File: src/rtl/mandelbrot_scanner.sv
// mandelbrot_scanner
// Sweeps a COLS x ROWS grid of 6.10 fixed-point points c = r + i*j, launches
// one iteration-core computation per pixel and stores each 4-bit iteration
// count in pixel memory.
//
// Ports
//   raw_clk, reset_n         clock, asynchronous active-low reset
//   go, abort                frame control (go sampled only in IDLE)
//   busy, done               frame in progress / one-cycle completion pulse
//   core_start               one-cycle launch pulse per pixel
//   core_r, core_i           point coordinates, held for the whole computation
//   core_busy, core_result   core handshake and iteration count
//   pix_we, pix_addr, pix_data   pixel memory write port
//
// state     | meaning
// IDLE      | waiting for go
// LAUNCH    | core_start pulse for the current pixel
// WAIT_ACK  | waiting for the core to raise core_busy
// WAIT_DONE | core computing; result captured when core_busy falls
// WRITE     | pixel write strobe
// ADVANCE   | step to the next column/row, or finish the frame
// DRAIN     | aborted; waiting for the uninterruptible core to finish
module mandelbrot_scanner #(
   parameter int          COLS    = 64,
   parameter int          ROWS    = 32,
   parameter logic [15:0] R_START = 16'hF800,
   parameter logic [15:0] I_START = 16'hFC00,
   parameter logic [15:0] R_STEP  = 16'd48,
   parameter logic [15:0] I_STEP  = 16'd64,
   parameter int          ADDR_W  = 11
) (
   input  logic              raw_clk,
   input  logic              reset_n,
   input  logic              go,
   input  logic              abort,
   output logic              busy,
   output logic              done,
   output logic              core_start,
   output logic [15:0]       core_r,
   output logic [15:0]       core_i,
   input  logic              core_busy,
   input  logic [3:0]        core_result,
   output logic              pix_we,
   output logic [ADDR_W-1:0] pix_addr,
   output logic [3:0]        pix_data
);

   localparam int CW = (COLS > 1) ? $clog2(COLS) : 1;
   localparam int RW = (ROWS > 1) ? $clog2(ROWS) : 1;

   typedef enum logic [2:0] {
      IDLE, LAUNCH, WAIT_ACK, WAIT_DONE, WRITE, ADVANCE, DRAIN
   } state_t;

   state_t        state, state_nxt;
   logic [CW-1:0] col;
   logic [RW-1:0] row;
   logic          last_col, last_row;

   assign last_col = (col == CW'(COLS - 1));
   assign last_row = (row == RW'(ROWS - 1));

   always_ff @(posedge raw_clk or negedge reset_n) begin
      if (!reset_n) state <= IDLE;
      else          state <= state_nxt;
   end

   always_comb begin
      state_nxt  = state;
      core_start = 1'b0;
      pix_we     = 1'b0;
      case (state)
         IDLE:      if (go) state_nxt = LAUNCH;
         LAUNCH: begin
            if (abort) state_nxt = DRAIN;
            else begin
               core_start = 1'b1;
               state_nxt  = WAIT_ACK;
            end
         end
         WAIT_ACK: begin
            if (abort)          state_nxt = DRAIN;
            else if (core_busy) state_nxt = WAIT_DONE;
         end
         WAIT_DONE: begin
            if (abort)           state_nxt = DRAIN;
            else if (!core_busy) state_nxt = WRITE;
         end
         WRITE: begin
            if (abort) state_nxt = IDLE;
            else begin
               pix_we    = 1'b1;
               state_nxt = ADVANCE;
            end
         end
         ADVANCE: begin
            if (abort || (last_col && last_row)) state_nxt = IDLE;
            else                                 state_nxt = LAUNCH;
         end
         DRAIN:     if (!core_busy) state_nxt = IDLE;
         default:   state_nxt = IDLE;
      endcase
   end

   // Coordinates and the pixel address are stepped incrementally; pix_addr
   // tracks row*COLS+col without a multiplier. Nothing here moves between
   // LAUNCH and WAIT_DONE, so the core sees stable coordinates.
   always_ff @(posedge raw_clk or negedge reset_n) begin
      if (!reset_n) begin
         busy     <= 1'b0;
         done     <= 1'b0;
         col      <= '0;
         row      <= '0;
         core_r   <= R_START;
         core_i   <= I_START;
         pix_addr <= '0;
         pix_data <= '0;
      end else begin
         busy <= (state_nxt != IDLE);
         done <= (state == ADVANCE) && !abort && last_col && last_row;
         case (state)
            IDLE: begin
               if (go) begin
                  col      <= '0;
                  row      <= '0;
                  pix_addr <= '0;
                  core_r   <= R_START;
                  core_i   <= I_START;
               end
            end
            WAIT_DONE: begin
               if (!abort && !core_busy) pix_data <= core_result;
            end
            ADVANCE: begin
               if (!abort) begin
                  if (!last_col) begin
                     col      <= col + CW'(1);
                     core_r   <= core_r + R_STEP;
                     pix_addr <= pix_addr + ADDR_W'(1);
                  end else if (!last_row) begin
                     col      <= '0;
                     row      <= row + RW'(1);
                     core_r   <= R_START;
                     core_i   <= core_i + I_STEP;
                     pix_addr <= pix_addr + ADDR_W'(1);
                  end
               end
            end
            default: ;
         endcase
      end
   end

endmodule
File: config.mk
export PLATFORM = sky130hd
export DESIGN_NAME = mandelbrot_scanner
export DESIGN_NICKNAME = d
export VERILOG_FILES = /design/src/rtl/mandelbrot_scanner.sv
export SDC_FILE = /design/constraint.sdc
export NUM_CORES = 1
export LEC_CHECK = 0
export ABC_AREA = 1
export BUFFER_PORTS_ARGS = -buffer_cell sky130_fd_sc_hd__buf_2
export CAP_MARGIN = 20
export CORE_MARGIN = 4
export CORE_UTILIZATION = 50
export CTS_BUF_LIST = sky130_fd_sc_hd__clkbuf_16
export CTS_CLUSTER_DIAMETER = 40
export DETAILED_ROUTE_END_ITERATION = 10
export PLACE_DENSITY = 0.76
export SKIP_CTS_REPAIR_TIMING = 1
export SLEW_MARGIN = 10
export SYNTH_ARGS = -nofsm -noshare
export SYNTH_HDL_FRONTEND = slang
export SYNTH_SLANG_ARGS = --single-unit
File: constraint.sdc
create_clock -name raw_clk -period 1.5 [get_ports raw_clk]
set_input_delay 0.075 -clock raw_clk [delete_from_list [all_inputs] [get_ports raw_clk]]
set_output_delay 0.075 -clock raw_clk [all_outputs]
set_load 0.02 [all_outputs]
==> Yosys cells after proc, flatten, opt, wreduce, memory -nomap -nowiden <==
Cells that the tools add are included.
{ "op_classes": {"addsub": 5, "n_mux": 38, "n_reduce_logical": 14, "n_eq_ne": 13} }
{ "ops": {"columns": ["operator", "count"], "rows": [
  ["$mux W16", 8],
  ["$pmux W16 S2", 2],
  ["$mux W11", 4],
  ["$mux W3", 8],
  ["$mux W6", 4],
  ["$pmux W11 S2", 1],
  ["$pmux W3 S7", 1],
  ["$mux W5", 4],
  ["$add A16 B6 Y16 const B", 1],
  ["$add A16 B7 Y16 const B", 1],
  ["$pmux W6 S2", 1],
  ["$add A11 B1 Y11 const B", 1],
  ["$pmux W5 S2", 1],
  ["$eq A3 B3 Y1 const B", 3],
  ["$ne A2 B2 Y1 const B", 4],
  ["$add A6 B1 Y6 const B", 1],
  ["$eq A3 B2 Y1 const B", 2],
  ["$eq A6 B6 Y1 const B", 1],
  ["$add A5 B1 Y5 const B", 1],
  ["$eq A5 B5 Y1 const B", 1],
  ["$logic_and A1 B1 Y1", 5],
  ["$reduce_and A5 Y1", 1],
  ["$mux W1", 4],
  ["$reduce_and A4 Y1", 1],
  ["8 further kinds", 9]
]} }
{ "word_totals": {"reg_bits": 63, "out_inout_bits": 51, "elab_cells": 79, "input_bits": 9} }

==> Longest topological paths before layout <==
Gate-level depths: netlist of run 1.
{ "depth": {"depth_word": 6, "ltp_mapped": 11, "mapped_depth_nobuf": 11} }

==> Worst setup path before layout of run 1 <==
No wires, ideal clock.
{ "synth_path": {"path_type": "register -> register", "start": "reg row[0]", "end": "reg core_r[5]", "arrival_ps": 1533, "path_buffers": 1, "t_required_ps": 1382, "setup_time_ps": 118, "path_slack_ps": -151, "stages_incl_launch_ff": 11, "cell_sequence": "dfrtp_1 ha_1 nand2_1 nor2_1 ha_1 nand4_1 nor2_1 nor2_4 buf_6 nand2_1 o21ai_2"} }
{ "synth_via": {"elab_chain_len": 3} }
{ "synth_lines": {"columns": ["element", "line", "source"], "rows": [
  ["from (decl)", "57", "logic [RW-1:0] row;"],
  ["from (signal assigned)", "142", "row <= row + RW'(1);"],
  ["$eq A5 B5 Y1", "61", "assign last_row = (row == RW'(ROWS - 1));"],
  ["$ne A3 B3 Y1 (no line)", null, null],
  ["$reduce_and A4 Y1 (no line)", null, null],
  ["to (signal assigned)", "138", "core_r <= core_r + R_STEP;"],
  ["to (decl)", "39", "output logic [15:0] core_r,"]
]} }
Every way passes these cells.
A chain may end at the register's enable or synchronous reset.

==> Worst setup path in the final report of run 1 <==
{ "layout_path": {"start": "reg row[0]", "end": "reg pix_addr[10]"} }
{ "layout_via": {"elab_chain_len": 3} }
{ "layout_lines": {"columns": ["element", "line", "source"], "rows": [
  ["$eq A5 B5 Y1", "61", null],
  ["$ne A3 B3 Y1 (no line)", null, null],
  ["$reduce_and A4 Y1 (no line)", null, null],
  ["to (signal assigned)", "139", "pix_addr <= pix_addr + ADDR_W'(1);"],
  ["to (signal assigned)", "145", "pix_addr <= pix_addr + ADDR_W'(1);"],
  ["to (decl)", "44", "output logic [ADDR_W-1:0] pix_addr,"]
]} }
Every way passes these cells.

==> tab_implementation.tex, run 1 <==
\begin{tabular}{lr}
\hline
Metric & Value \\
\hline
\multicolumn{2}{l}{\textbf{Run status}} \\
\quad Status & complete, but fails checks \\
\quad Violated checks & setup timing \\
\multicolumn{2}{l}{\textbf{Pwr}} \\
\quad VDD IR max & 1.07 mV \\
\quad Total leakage power & 0.00222 uW \\
\quad Power per standard cell area & 1440 nW/um\^{}2 \\
\multicolumn{2}{l}{\textbf{Yosys}} \\
\quad Gate count after technology mapping & 438 \\
\quad Area of the mapped netlist & 3230 um\^{}2 \\
\quad Register bit total from synthesis & 53 \\
\quad Cell accounting for the most synthesized area & sky130\_fd\_sc\_hd\_\_dfrtp\_1 \\
\quad Yosys top cell area share & 32.5\% \\
\quad Leading cell types by total area after synthesis & sky130\_fd\_sc\_hd\_\_dfrtp\_1 (33\%), sky130\_fd\_sc\_hd\_\_nand2\_1 (15\%), sky130\_fd\_sc\_hd\_\_dfstp\_2 (9.0\%), sky130\_fd\_sc\_hd\_\_nand3\_1 (7.7\%), sky130\_fd\_sc\_hd\_\_nor2\_1 (6.4\%) \\
\quad Number of library cell types mapped by synthesis & 32 \\
\quad Top\_reg\_cell synth & sky130\_fd\_sc\_hd\_\_dfrtp\_1 \\
\quad EDFF count, synth & 0 \\
\quad Post-synthesis average cell area & 7.37 um\^{}2 \\
\quad Sequential element share of the synthesized area & 41.5\% \\
\quad Share of synthesized flip-flops with an asynchronous set or reset & 100\% \\
\quad Ys Warns & 0 \\
\multicolumn{2}{l}{\textbf{Cells and area}} \\
\quad Area growth syn-to-layout & 36.8\% \\
\quad Fraction of layout cells with a size suffix above 1 & 37.5\% \\
\quad Area taken by flip-flops and latches & 1340 um\^{}2 \\
\quad Area of the multi-input gates & 1890 um\^{}2 \\
\quad Post-Route Utilization & 70.0\% \\
\quad Ant. Diodes & 0 \\
\quad Net total in the final layout & 553 \\
\quad Filler cells & 486 \\
\multicolumn{2}{l}{\textbf{Place}} \\
\quad Post-detailed-placement half-perimeter wirelength & 5.37 mm \\
\quad Pre-CTS setup slack & -0.186 ns \\
\quad Placer's final routability congestion estimate & 0.912 \\
\quad Port Buf Inserts & 49 \\
\multicolumn{2}{l}{\textbf{Floorplan}} \\
\quad Placement Rows & 29 \\
\quad Chip height & 88.4 um \\
\quad Number of top-level pins & 60 \\
\quad Effective utilization at floorplan & 51.1\% \\
\quad Overall die width & 88.4 um \\
\quad Total Die Area & 7810 um\^{}2 \\
\quad Area of the core & 6310 um\^{}2 \\
\multicolumn{2}{l}{\textbf{Global route}} \\
\quad Initial antenna violation count & 0 \\
\quad Global-route wire length before repair & 12.9 mm \\
\quad Via count of the first global-routing pass & 3008 \\
\quad Combined global-route utilization of all metal layers & 20.5\% \\
\quad Maximum number of pins on one net before global-route repair & 54 \\
\quad Grt total ovfl & 0 \\
\multicolumn{2}{l}{\textbf{Clock network}} \\
\quad Clock sinks & 53 \\
\quad H-tree depth reported by CTS & 2 \\
\quad Root cell of the clock tree & sky130\_fd\_sc\_hd\_\_clkbuf\_16 \\
\quad Clock tree from TritonCTS & built \\
\quad CTS Buffer Depth & 2 \\
\quad Number of CTS-inserted buffers & 5 \\
\quad Clock latency on the worst-skew pair & 0.29 ns \\
\quad Reg clk slew, reported paths & 0.07 ns \\
\multicolumn{2}{l}{\textbf{STA}} \\
\quad Max frequency & 585 MHz \\
\quad Setup repair after global routing missed its margin & true \\
\quad Period Utilization, post-route & 114\% \\
\quad Worst clock skew & 0.00375 ns \\
\quad Smallest setup slack after layout & -0.210 ns \\
\quad Max Slew Vio Count & 0 \\
\quad Min Tclk post-route & 1.71 ns \\
\quad Count of endpoints failing setup in the final report & 44 \\
\quad Total Neg Setup Slack & -5.95 ns \\
\quad Final-report hold violation count & 0 \\
\multicolumn{2}{l}{\textbf{Drt}} \\
\quad Antenna Violating Nets Remaining & 0 \\
\quad Iteration-0 DRC Markers & 225 \\
\quad Detailed-route DRC error count & 0 \\
\quad Pre-antenna DRT Iters & 5 \\
\quad Via density & 5.49 \\
\quad WL/cell & 14.4 um \\
\quad Routed vias & 3383 \\
\quad Post-Route WL & 8.86 mm \\
\multicolumn{2}{l}{\textbf{Critical path}} \\
\quad Critical Path Sink Type & flip-flop \\
\quad Kind of launch point of the worst setup path & flip-flop \\
\quad Startpoint-to-endpoint class of the critical path & flip-flop to flip-flop \\
\quad Worst-path fanout max & 6 \\
\quad Required @ worst endpoint & 1.73 ns \\
\quad Data arrival, critical path & 1.94 ns \\
\multicolumn{2}{l}{\textbf{Run}} \\
\quad Maxcap violations & 0 \\
\multicolumn{2}{l}{\textbf{Min path}} \\
\quad Class of the tightest hold or removal check & input pin to flip-flop \\
\hline
\end{tabular}
## kinds of logic after synthesis
| group | share of synthesized area (%) |
|---|---|
| AOI/OAI and AO/OA | 7.36 |
| xor gates and xnor gates | 1.08 |
| adders and majority gates | 2.32 |
| buffers and inverters | 10.5 |
| DFF | 41.5 |
| muxes | 1.39 |
| other | 0.116 |
| and+or+nand+nor | 35.8 |
## worst paths after layout
kind,startpoint,endpoint,cells past startpoint,slack (ns)
max,row[0]$_DFFE_PN0P_,pix_addr[10]$_DFFE_PN0P_,10,-0.21
min,core_result[2],pix_data[2]$_DFFE_PN0P_,2,0.01
max reg2reg,row[0]$_DFFE_PN0P_,pix_addr[10]$_DFFE_PN0P_,10,-0.21
min reg2reg,core_i[15]$_DFFE_PN1P_,core_i[15]$_DFFE_PN1P_,2,0.49
max in group asynchronous,reset_n,core_r[11]$_DFFE_PN1P_,3,0.90
min in group asynchronous,reset_n,pix_addr[2]$_DFFE_PN0P_,3,0.30
## synthesized netlist by cell type, types with 5 or more instances
library cell and count:
sky130_fd_sc_hd__o21ai_0 19, sky130_fd_sc_hd__buf_6 5, sky130_fd_sc_hd__nand3_1 50, sky130_fd_sc_hd__inv_1 43
sky130_fd_sc_hd__dfrtp_1 42, sky130_fd_sc_hd__o21ai_1 9, sky130_fd_sc_hd__buf_4 12, sky130_fd_sc_hd__nand4_1 15
sky130_fd_sc_hd__ha_1 6, sky130_fd_sc_hd__nor2_1 55, sky130_fd_sc_hd__or2_2 6, sky130_fd_sc_hd__nand2_1 125
sky130_fd_sc_hd__dfstp_2 11
## layer usage
layer / vias to the layer above / track usage (%) / wire (um)
met1: 1614 / 25.5 / 3520
met5: - / 0 / 0
met3: 27 / 3.72 / 526
li1: 1600 / - / -
met2: 142 / 35.6 / 4560
met4: 0 / 7.55 / 252
## sequential cells by signal, indices dropped and copies added (netlist names)
register  count
col           6
core_r       12
state         3
row           5
pix_addr     11
busy          1
core_i       10
pix_data      4
done          1
## placed cells by master (no fill, tap or decap), types with 2 or more instances in the layout
cell type	netlist	final
sky130_fd_sc_hd__nand2_1	125	103
sky130_fd_sc_hd__buf_2	3	49
sky130_fd_sc_hd__nor2_1	55	47
sky130_fd_sc_hd__inv_1	43	43
sky130_fd_sc_hd__dfrtp_1	42	41
sky130_fd_sc_hd__nand3_1	50	40
sky130_fd_sc_hd__buf_4	12	37
sky130_fd_sc_hd__nand2_2	2	19
sky130_fd_sc_hd__nand4_1	15	15
sky130_fd_sc_hd__o21ai_2	2	13
sky130_fd_sc_hd__o21ai_1	9	12
sky130_fd_sc_hd__nand3_2	1	11
sky130_fd_sc_hd__dfstp_2	11	11
sky130_fd_sc_hd__conb_1	1	10
sky130_fd_sc_hd__nor2_2	1	8
sky130_fd_sc_hd__nand2_8	0	6
sky130_fd_sc_hd__or2_2	6	6
sky130_fd_sc_hd__clkbuf_16	0	6
sky130_fd_sc_hd__buf_12	0	6
sky130_fd_sc_hd__o21ai_0	19	5
sky130_fd_sc_hd__nand2_4	2	5
sky130_fd_sc_hd__buf_6	5	5
sky130_fd_sc_hd__mux2_2	4	4
sky130_fd_sc_hd__o21bai_1	4	4
sky130_fd_sc_hd__xor2_1	4	4
sky130_fd_sc_hd__inv_2	4	3
sky130_fd_sc_hd__ha_2	0	3
sky130_fd_sc_hd__ha_1	6	3
sky130_fd_sc_hd__nor2_4	1	2
sky130_fd_sc_hd__nor3_1	2	2
sky130_fd_sc_hd__a21o_1	2	2
sky130_fd_sc_hd__a21oi_1	2	2
sky130_fd_sc_hd__a21oi_2	2	2
## through the flow
stage / power [uW] / hold WS [ns] / area, um^2 / instances
6_report: 6380 / 0.0116 / 4420 / 616
3_5_place_dp: 4480 / 0.0943 / 3780 / 593
5_1_grt: 6760 / 0.0143 / 4420 / 616
3_3_place_gp: 4410 / 0.0949 / 3780 / 593
2_1_floorplan: 3660 / -0.221 / 3280 / 447
4_1_cts: 5790 / -0.215 / 3940 / 601
## worst max-delay path, stage by stage, from the launching register on
cell and delay [ns]:
sky130_fd_sc_hd__dfrtp_1 0.39, sky130_fd_sc_hd__ha_2 0.19, sky130_fd_sc_hd__nand2_2 0.07, sky130_fd_sc_hd__nor2_2 0.04, sky130_fd_sc_hd__ha_2 0.17, sky130_fd_sc_hd__nand4_1 0.11
sky130_fd_sc_hd__nor2_2 0.07, sky130_fd_sc_hd__nor2_4 0.22, sky130_fd_sc_hd__buf_6 0.15, sky130_fd_sc_hd__nand4_1 0.12, sky130_fd_sc_hd__nand2_1 0.12
## final cells by class
type,count,area share (%)
Clock inverter,3,0.934
Tap cell,77,2.18
Clock buffer,5,2.83
Sequential cell,53,30.4
Timing Repair Buffer,100,17.0
Multi-Input combinational cell,331,42.7
Inverter,47,4.05
## power by group
group / switching [uW] / internal, uW
registers: 270 / 1790
logic: 1820 / 1200
clock network: 522 / 782
total: 2610 / 3770
Power figures use the tool's default switching activity.
==> run 2: changes to the inputs <==
--- a/config.mk
+++ b/config.mk
@@ -13,7 +13,7 @@
 export CTS_BUF_LIST = sky130_fd_sc_hd__clkbuf_16
 export CTS_CLUSTER_DIAMETER = 40
 export DETAILED_ROUTE_END_ITERATION = 10
-export PLACE_DENSITY = 0.76
+export PLACE_DENSITY_LB_ADDON = 0.15
 export SKIP_CTS_REPAIR_TIMING = 1
 export SLEW_MARGIN = 10
 export SYNTH_ARGS = -nofsm -noshare
==> tab_implementation.tex, run 2 (synthesis results as in run 1) <==
\begin{tabular}{lr}
\hline
Metric & Value \\
\hline
\multicolumn{2}{l}{\textbf{Place}} \\
\quad Post-detailed-placement half-perimeter wirelength & 5.33 mm \\
\quad Placer's final routability congestion estimate & 0.870 \\
\quad Number of cells in the design after placement & 593 \\
\quad Port Buf Inserts & 49 \\
\quad Pre-CTS setup slack & -0.194 ns \\
\multicolumn{2}{l}{\textbf{Clock network}} \\
\quad Clock tree from TritonCTS & built \\
\quad Clock sinks & 53 \\
\quad H-tree depth reported by CTS & 2 \\
\quad CTS Buffer Depth & 2 \\
\quad Root cell of the clock tree & sky130\_fd\_sc\_hd\_\_clkbuf\_16 \\
\quad Number of CTS-inserted buffers & 5 \\
\quad Reg clk slew, reported paths & 0.07 ns \\
\quad Clock latency on the worst-skew pair & 0.29 ns \\
\multicolumn{2}{l}{\textbf{Floorplan}} \\
\quad Overall die width & 88.4 um \\
\quad Number of top-level pins & 60 \\
\quad Effective utilization at floorplan & 51.1\% \\
\quad Placement Rows & 29 \\
\quad Area of the core & 6310 um\^{}2 \\
\quad Chip height & 88.4 um \\
\quad Total Die Area & 7810 um\^{}2 \\
\multicolumn{2}{l}{\textbf{Drt}} \\
\quad Iteration-0 DRC Markers & 164 \\
\quad Routed vias & 3107 \\
\quad Via density & 5.07 \\
\quad Pre-antenna DRT Iters & 4 \\
\quad Detailed-route DRC error count & 0 \\
\quad WL/cell & 13.1 um \\
\quad Post-Route WL & 8.06 mm \\
\quad Antenna Violating Nets Remaining & 0 \\
\multicolumn{2}{l}{\textbf{Critical path}} \\
\quad Slowest-stage cell, CP & sky130\_fd\_sc\_hd\_\_dfrtp\_1 \\
\quad Worst-path fanout max & 9 \\
\quad Critical Path Sink Type & flip-flop \\
\quad Top Family by Delay on Critical Path & simple AND/OR/NAND/NOR gates \\
\quad Critical path cell sequence & ha\_2 -> nand2\_2 -> nor2\_2 -> ha\_2 -> nand4\_1 -> buf\_4 -> nand3\_4 -> buf\_12 -> nand2\_1 -> nor2\_1 \\
\quad Data arrival, critical path & 1.93 ns \\
\quad Worst path buffer plus inverter count & 2 \\
\quad Most common cell type on the critical path & sky130\_fd\_sc\_hd\_\_ha\_2 \\
\quad Highest cell delay on the worst timing path & 0.36 ns \\
\quad Startpoint-to-endpoint class of the critical path & flip-flop to flip-flop \\
\quad Register-to-register path setup slack & -0.21 ns \\
\quad Kind of launch point of the worst setup path & flip-flop \\
\quad Required @ worst endpoint & 1.72 ns \\
\multicolumn{2}{l}{\textbf{STA}} \\
\quad Final-report hold violation count & 0 \\
\quad Count of endpoints failing setup in the final report & 43 \\
\quad Period Utilization, post-route & 114\% \\
\quad Worst clock skew & 0.00508 ns \\
\quad Min Tclk post-route & 1.71 ns \\
\quad Max Slew Vio Count & 0 \\
\quad Smallest setup slack after layout & -0.214 ns \\
\quad Max frequency & 583 MHz \\
\quad Setup repair after global routing missed its margin & true \\
\quad Total Neg Setup Slack & -6.89 ns \\
\multicolumn{2}{l}{\textbf{Cells and area}} \\
\quad Most frequent cells in the layout & sky130\_fd\_sc\_hd\_\_nand2\_1 (107), sky130\_fd\_sc\_hd\_\_nor2\_1 (51), sky130\_fd\_sc\_hd\_\_buf\_2 (49), sky130\_fd\_sc\_hd\_\_inv\_1 (42), sky130\_fd\_sc\_hd\_\_dfrtp\_1 (42) \\
\quad Register with the highest flop count & core\_r \\
\quad Ant. Diodes & 0 \\
\quad Leading registers by flop count & core\_r (12), pix\_addr (11), core\_i (10) \\
\quad Most common cell after layout, fill and taps aside & sky130\_fd\_sc\_hd\_\_nand2\_1 \\
\quad Area of the multi-input gates & 1850 um\^{}2 \\
\quad Fraction of layout cells with a size suffix above 1 & 35.1\% \\
\quad Area growth syn-to-layout & 33.0\% \\
\quad Area taken by flip-flops and latches & 1340 um\^{}2 \\
\quad Final std cells w/o fill & 613 \\
\quad Number of flip-flops under the largest register name & 12 \\
\quad Net total in the final layout & 550 \\
\quad Filler cells & 535 \\
\multicolumn{2}{l}{\textbf{Pwr}} \\
\quad Power per standard cell area & 1400 nW/um\^{}2 \\
\quad Psw & 2510 uW \\
\quad VDD IR max & 1.14 mV \\
\quad Combinational cell fraction of total power & 47.2\% \\
\quad Internal Dissipation & 3500 uW \\
\quad Part of the total power dissipated in sequential elements & 34.2\% \\
\quad Total leakage power & 0.00218 uW \\
\quad Switching power as a share of total power & 41.8\% \\
\quad Relative contribution of the clock network to total power & 18.6\% \\
\multicolumn{2}{l}{\textbf{Run status}} \\
\quad Status & complete, but fails checks \\
\quad Violated checks & setup timing \\
\multicolumn{2}{l}{\textbf{Global route}} \\
\quad Maximum number of pins on one net before global-route repair & 54 \\
\quad Via count of the first global-routing pass & 2758 \\
\quad Initial antenna violation count & 0 \\
\quad Global-route wire length before repair & 12.3 mm \\
\quad Combined global-route utilization of all metal layers & 19.4\% \\
\quad Grt total ovfl & 0 \\
\multicolumn{2}{l}{\textbf{Min path}} \\
\quad Class of the tightest hold or removal check & input pin to flip-flop \\
\multicolumn{2}{l}{\textbf{Run}} \\
\quad Maxcap violations & 0 \\
\hline
\end{tabular}
## run 2: changes by cell type in the layout (fill, tap and decap cells not counted), sizes merged
cell / delta
clkinv: +1
bufinv: -1
buf: -3
## run 2: final timing paths
path,startpoint,to,cells after the start
max,row[0]$_DFFE_PN0P_,col[5]$_DFFE_PN0P_,10
min,core_result[1],pix_data[1]$_DFFE_PN0P_,2
max reg2reg,row[0]$_DFFE_PN0P_,col[5]$_DFFE_PN0P_,10
min reg2reg,core_i[15]$_DFFE_PN1P_,core_i[15]$_DFFE_PN1P_,2
max in group asynchronous,reset_n,core_i[10]$_DFFE_PN1P_,3
min in group asynchronous,reset_n,pix_addr[6]$_DFFE_PN0P_,3
## run 2: area by class of cell
type                            instances  share of cell area (%)
Multi-Input combinational cell        331                    43.0
Sequential cell                        53                    31.2
Timing Repair Buffer                   97                    16.0
Inverter                               47                    4.16
Clock buffer                            5                    2.91
Tap cell                               77                    2.24
Clock inverter                          3                   0.408
## run 2: per-layer routing
layer | routed length [um] | GRT usage (%)
met5 | 0 | 0
met4 | 89 | 5.08
met3 | 382 | 2.42
met2 | 4010 | 33.4
met1 | 3580 | 25.9
## run 2: power groups by stage
stage / clock, uW / sequential [uW] / combinational, uW
after global routing: 1200 / 2100 / 3140
after CTS: 1150 / 2040 / 2420
after global placement: 0 / 2050 / 2370
final: 1120 / 2060 / 2840
after floorplan: 0 / 2360 / 1300
after detailed placement: 0 / 2060 / 2400
## run 2: per-stage QoR
stage / hold slack (ns) / power, uW / util [%] / area (um^2)
floorplan: -0.221 / 3660 / - / 3280
global placement: 0.0942 / 4420 / 59.8 / 3780
detailed placement: 0.0925 / 4470 / 59.8 / 3780
CTS: -0.214 / 5600 / 62.1 / 3920
global route: 0.0219 / 6430 / 68.1 / 4300
finish: 0.0177 / 6010 / 68.1 / 4300
==> run 3: changes to the inputs <==
--- a/config.mk
+++ b/config.mk
@@ -13,6 +13,7 @@
 export CTS_BUF_LIST = sky130_fd_sc_hd__clkbuf_16
 export CTS_CLUSTER_DIAMETER = 40
 export DETAILED_ROUTE_END_ITERATION = 10
+export MAX_ROUTING_LAYER = met4
 export PLACE_DENSITY_LB_ADDON = 0.15
 export SKIP_CTS_REPAIR_TIMING = 1
 export SLEW_MARGIN = 10
==> tab_implementation.tex, run 3 (synthesis results as in run 1) <==
\begin{tabular}{lr}
\hline
Metric & Value \\
\hline
\multicolumn{2}{l}{\textbf{Critical path}} \\
\quad Highest cell delay on the worst timing path & 0.36 ns \\
\quad Kind of launch point of the worst setup path & flip-flop \\
\quad Critical path cell sequence & ha\_2 -> nand2\_2 -> nor2\_2 -> ha\_2 -> nand4\_1 -> buf\_4 -> nand3\_4 -> buf\_12 -> nand2\_1 -> nor2\_1 \\
\quad Startpoint-to-endpoint class of the critical path & flip-flop to flip-flop \\
\quad Required @ worst endpoint & 1.71 ns \\
\quad Worst path buffer plus inverter count & 2 \\
\quad Data arrival, critical path & 1.93 ns \\
\quad Worst-path fanout max & 9 \\
\quad Slowest-stage cell, CP & sky130\_fd\_sc\_hd\_\_dfrtp\_1 \\
\quad Most common cell type on the critical path & sky130\_fd\_sc\_hd\_\_ha\_2 \\
\quad Top Family by Delay on Critical Path & simple AND/OR/NAND/NOR gates \\
\quad Critical Path Sink Type & flip-flop \\
\multicolumn{2}{l}{\textbf{Global route}} \\
\quad Initial antenna violation count & 0 \\
\quad Maximum number of pins on one net before global-route repair & 54 \\
\quad Grt total ovfl & 0 \\
\quad Global-route wire length before repair & 12.3 mm \\
\quad Via count of the first global-routing pass & 2758 \\
\quad Combined global-route utilization of all metal layers & 20.0\% \\
\multicolumn{2}{l}{\textbf{Cells and area}} \\
\quad Register with the highest flop count & core\_r \\
\quad Net total in the final layout & 550 \\
\quad Most common cell after layout, fill and taps aside & sky130\_fd\_sc\_hd\_\_nand2\_1 \\
\quad Area growth syn-to-layout & 33.0\% \\
\quad Most frequent cells in the layout & sky130\_fd\_sc\_hd\_\_nand2\_1 (107), sky130\_fd\_sc\_hd\_\_nor2\_1 (51), sky130\_fd\_sc\_hd\_\_buf\_2 (49), sky130\_fd\_sc\_hd\_\_inv\_1 (42), sky130\_fd\_sc\_hd\_\_dfrtp\_1 (42) \\
\quad Post-route cell area & 4300 um\^{}2 \\
\quad Fraction of layout cells with a size suffix above 1 & 35.1\% \\
\quad Ant. Diodes & 0 \\
\quad Post-Route Utilization & 68.1\% \\
\quad Number of flip-flops under the largest register name & 12 \\
\quad Leading registers by flop count & core\_r (12), pix\_addr (11), core\_i (10) \\
\multicolumn{2}{l}{\textbf{Run}} \\
\quad Maxcap violations & 0 \\
\multicolumn{2}{l}{\textbf{Drt}} \\
\quad Pre-antenna DRT Iters & 4 \\
\quad Iteration-0 DRC Markers & 163 \\
\quad Via density & 5.08 \\
\quad Detailed-route DRC error count & 0 \\
\quad Antenna Violating Nets Remaining & 0 \\
\quad Post-Route WL & 8.06 mm \\
\quad WL/cell & 13.2 um \\
\quad Routed vias & 3117 \\
\multicolumn{2}{l}{\textbf{Floorplan}} \\
\quad Placement Rows & 29 \\
\quad Area of the core & 6310 um\^{}2 \\
\quad Chip height & 88.4 um \\
\quad Number of top-level pins & 60 \\
\quad Effective utilization at floorplan & 51.1\% \\
\quad Overall die width & 88.4 um \\
\quad Total Die Area & 7810 um\^{}2 \\
\multicolumn{2}{l}{\textbf{STA}} \\
\quad WHS & 0.0193 ns \\
\quad Count of endpoints failing setup in the final report & 43 \\
\quad Max Slew Vio Count & 0 \\
\quad Setup repair after global routing missed its margin & true \\
\quad Min Tclk post-route & 1.72 ns \\
\quad Worst clock skew & 0.00506 ns \\
\quad Final-report hold violation count & 0 \\
\quad Smallest setup slack after layout & -0.215 ns \\
\quad Max frequency & 583 MHz \\
\quad Period Utilization, post-route & 114\% \\
\multicolumn{2}{l}{\textbf{Place}} \\
\quad Post-detailed-placement half-perimeter wirelength & 5.33 mm \\
\quad Port Buf Inserts & 49 \\
\quad Placer's final routability congestion estimate & 0.884 \\
\quad Placed inst area & 3780 um\^{}2 \\
\multicolumn{2}{l}{\textbf{Clock network}} \\
\quad Reg clk slew, reported paths & 0.07 ns \\
\quad H-tree depth reported by CTS & 2 \\
\quad Root cell of the clock tree & sky130\_fd\_sc\_hd\_\_clkbuf\_16 \\
\quad Clock sinks & 53 \\
\quad Number of CTS-inserted buffers & 5 \\
\quad Clock latency on the worst-skew pair & 0.28 ns \\
\quad Clock tree from TritonCTS & built \\
\quad CTS Buffer Depth & 2 \\
\multicolumn{2}{l}{\textbf{Pwr}} \\
\quad Total leakage power & 0.00218 uW \\
\quad Power per standard cell area & 1400 nW/um\^{}2 \\
\quad Design Power & 6010 uW \\
\quad VDD IR max & 1.14 mV \\
\multicolumn{2}{l}{\textbf{Run status}} \\
\quad Violated checks & setup timing \\
\quad Status & complete, but fails checks \\
\multicolumn{2}{l}{\textbf{Min path}} \\
\quad Class of the tightest hold or removal check & input pin to flip-flop \\
\hline
\end{tabular}
[run 3: cell counts in the layout (fill, tap and decap cells not counted)]
Identical to the previous run, type by type.
[run 3: per-stage QoR]
step / instances / TNS [ns] / setup slack (ns)
floorplan: 447 / -1.59 / -0.0955
global placement: 593 / -3.74 / -0.120
detailed placement: 593 / -5.74 / -0.194
CTS: 601 / -6.97 / -0.212
global route: 613 / -11.26 / -0.326
finish: 613 / -6.86 / -0.215
[run 3: worst register-to-register path: stages, from the launching register on]
cell	delay, ns
sky130_fd_sc_hd__dfrtp_1	0.36
sky130_fd_sc_hd__ha_2	0.18
sky130_fd_sc_hd__nand2_2	0.06
sky130_fd_sc_hd__nor2_2	0.10
sky130_fd_sc_hd__ha_2	0.21
sky130_fd_sc_hd__nand4_1	0.14
sky130_fd_sc_hd__buf_4	0.19
sky130_fd_sc_hd__nand3_4	0.13
sky130_fd_sc_hd__buf_12	0.15
sky130_fd_sc_hd__nand2_1	0.05
sky130_fd_sc_hd__nor2_1	0.09
[run 3: path summary, 6_finish.rpt]
kind,from,end,slack (ns),cells past startpoint
setup / recovery,row[0]$_DFFE_PN0P_,col[5]$_DFFE_PN0P_,-0.22,10
hold / removal,core_result[1],pix_data[1]$_DFFE_PN0P_,0.02,2
setup reg to reg,row[0]$_DFFE_PN0P_,col[5]$_DFFE_PN0P_,-0.22,10
hold reg to reg,core_i[15]$_DFFE_PN1P_,core_i[15]$_DFFE_PN1P_,0.48,2
max in group asynchronous,reset_n,core_i[11]$_DFFE_PN1P_,0.90,3
min in group asynchronous,reset_n,state[1]$_DFF_PN0_,0.31,3
[run 3: layout make-up]
type,instances,area (um^2)
sequential,53,1340
fill,535,2020
multi-input combinational,331,1850
timing repair buffer,97,689
clock inverter,3,17.5
clock buffer,5,125
tap,77,96.3
inverter,47,179
[run 3: where the power goes]
group	switching [uW]	internal (uW)
combinational	1740	1100
clock	501	613
sequential	270	1780
total	2510	3500
[run 3: routing by layer]
layer	GRT usage [%]	up-vias	part of all wire, %
li1	-	1597	-
met1	26.0	1441	44
met2	33.4	73	51
met3	2.33	6	4.9
met4	5.08	0	0.92
met5	-	-	0
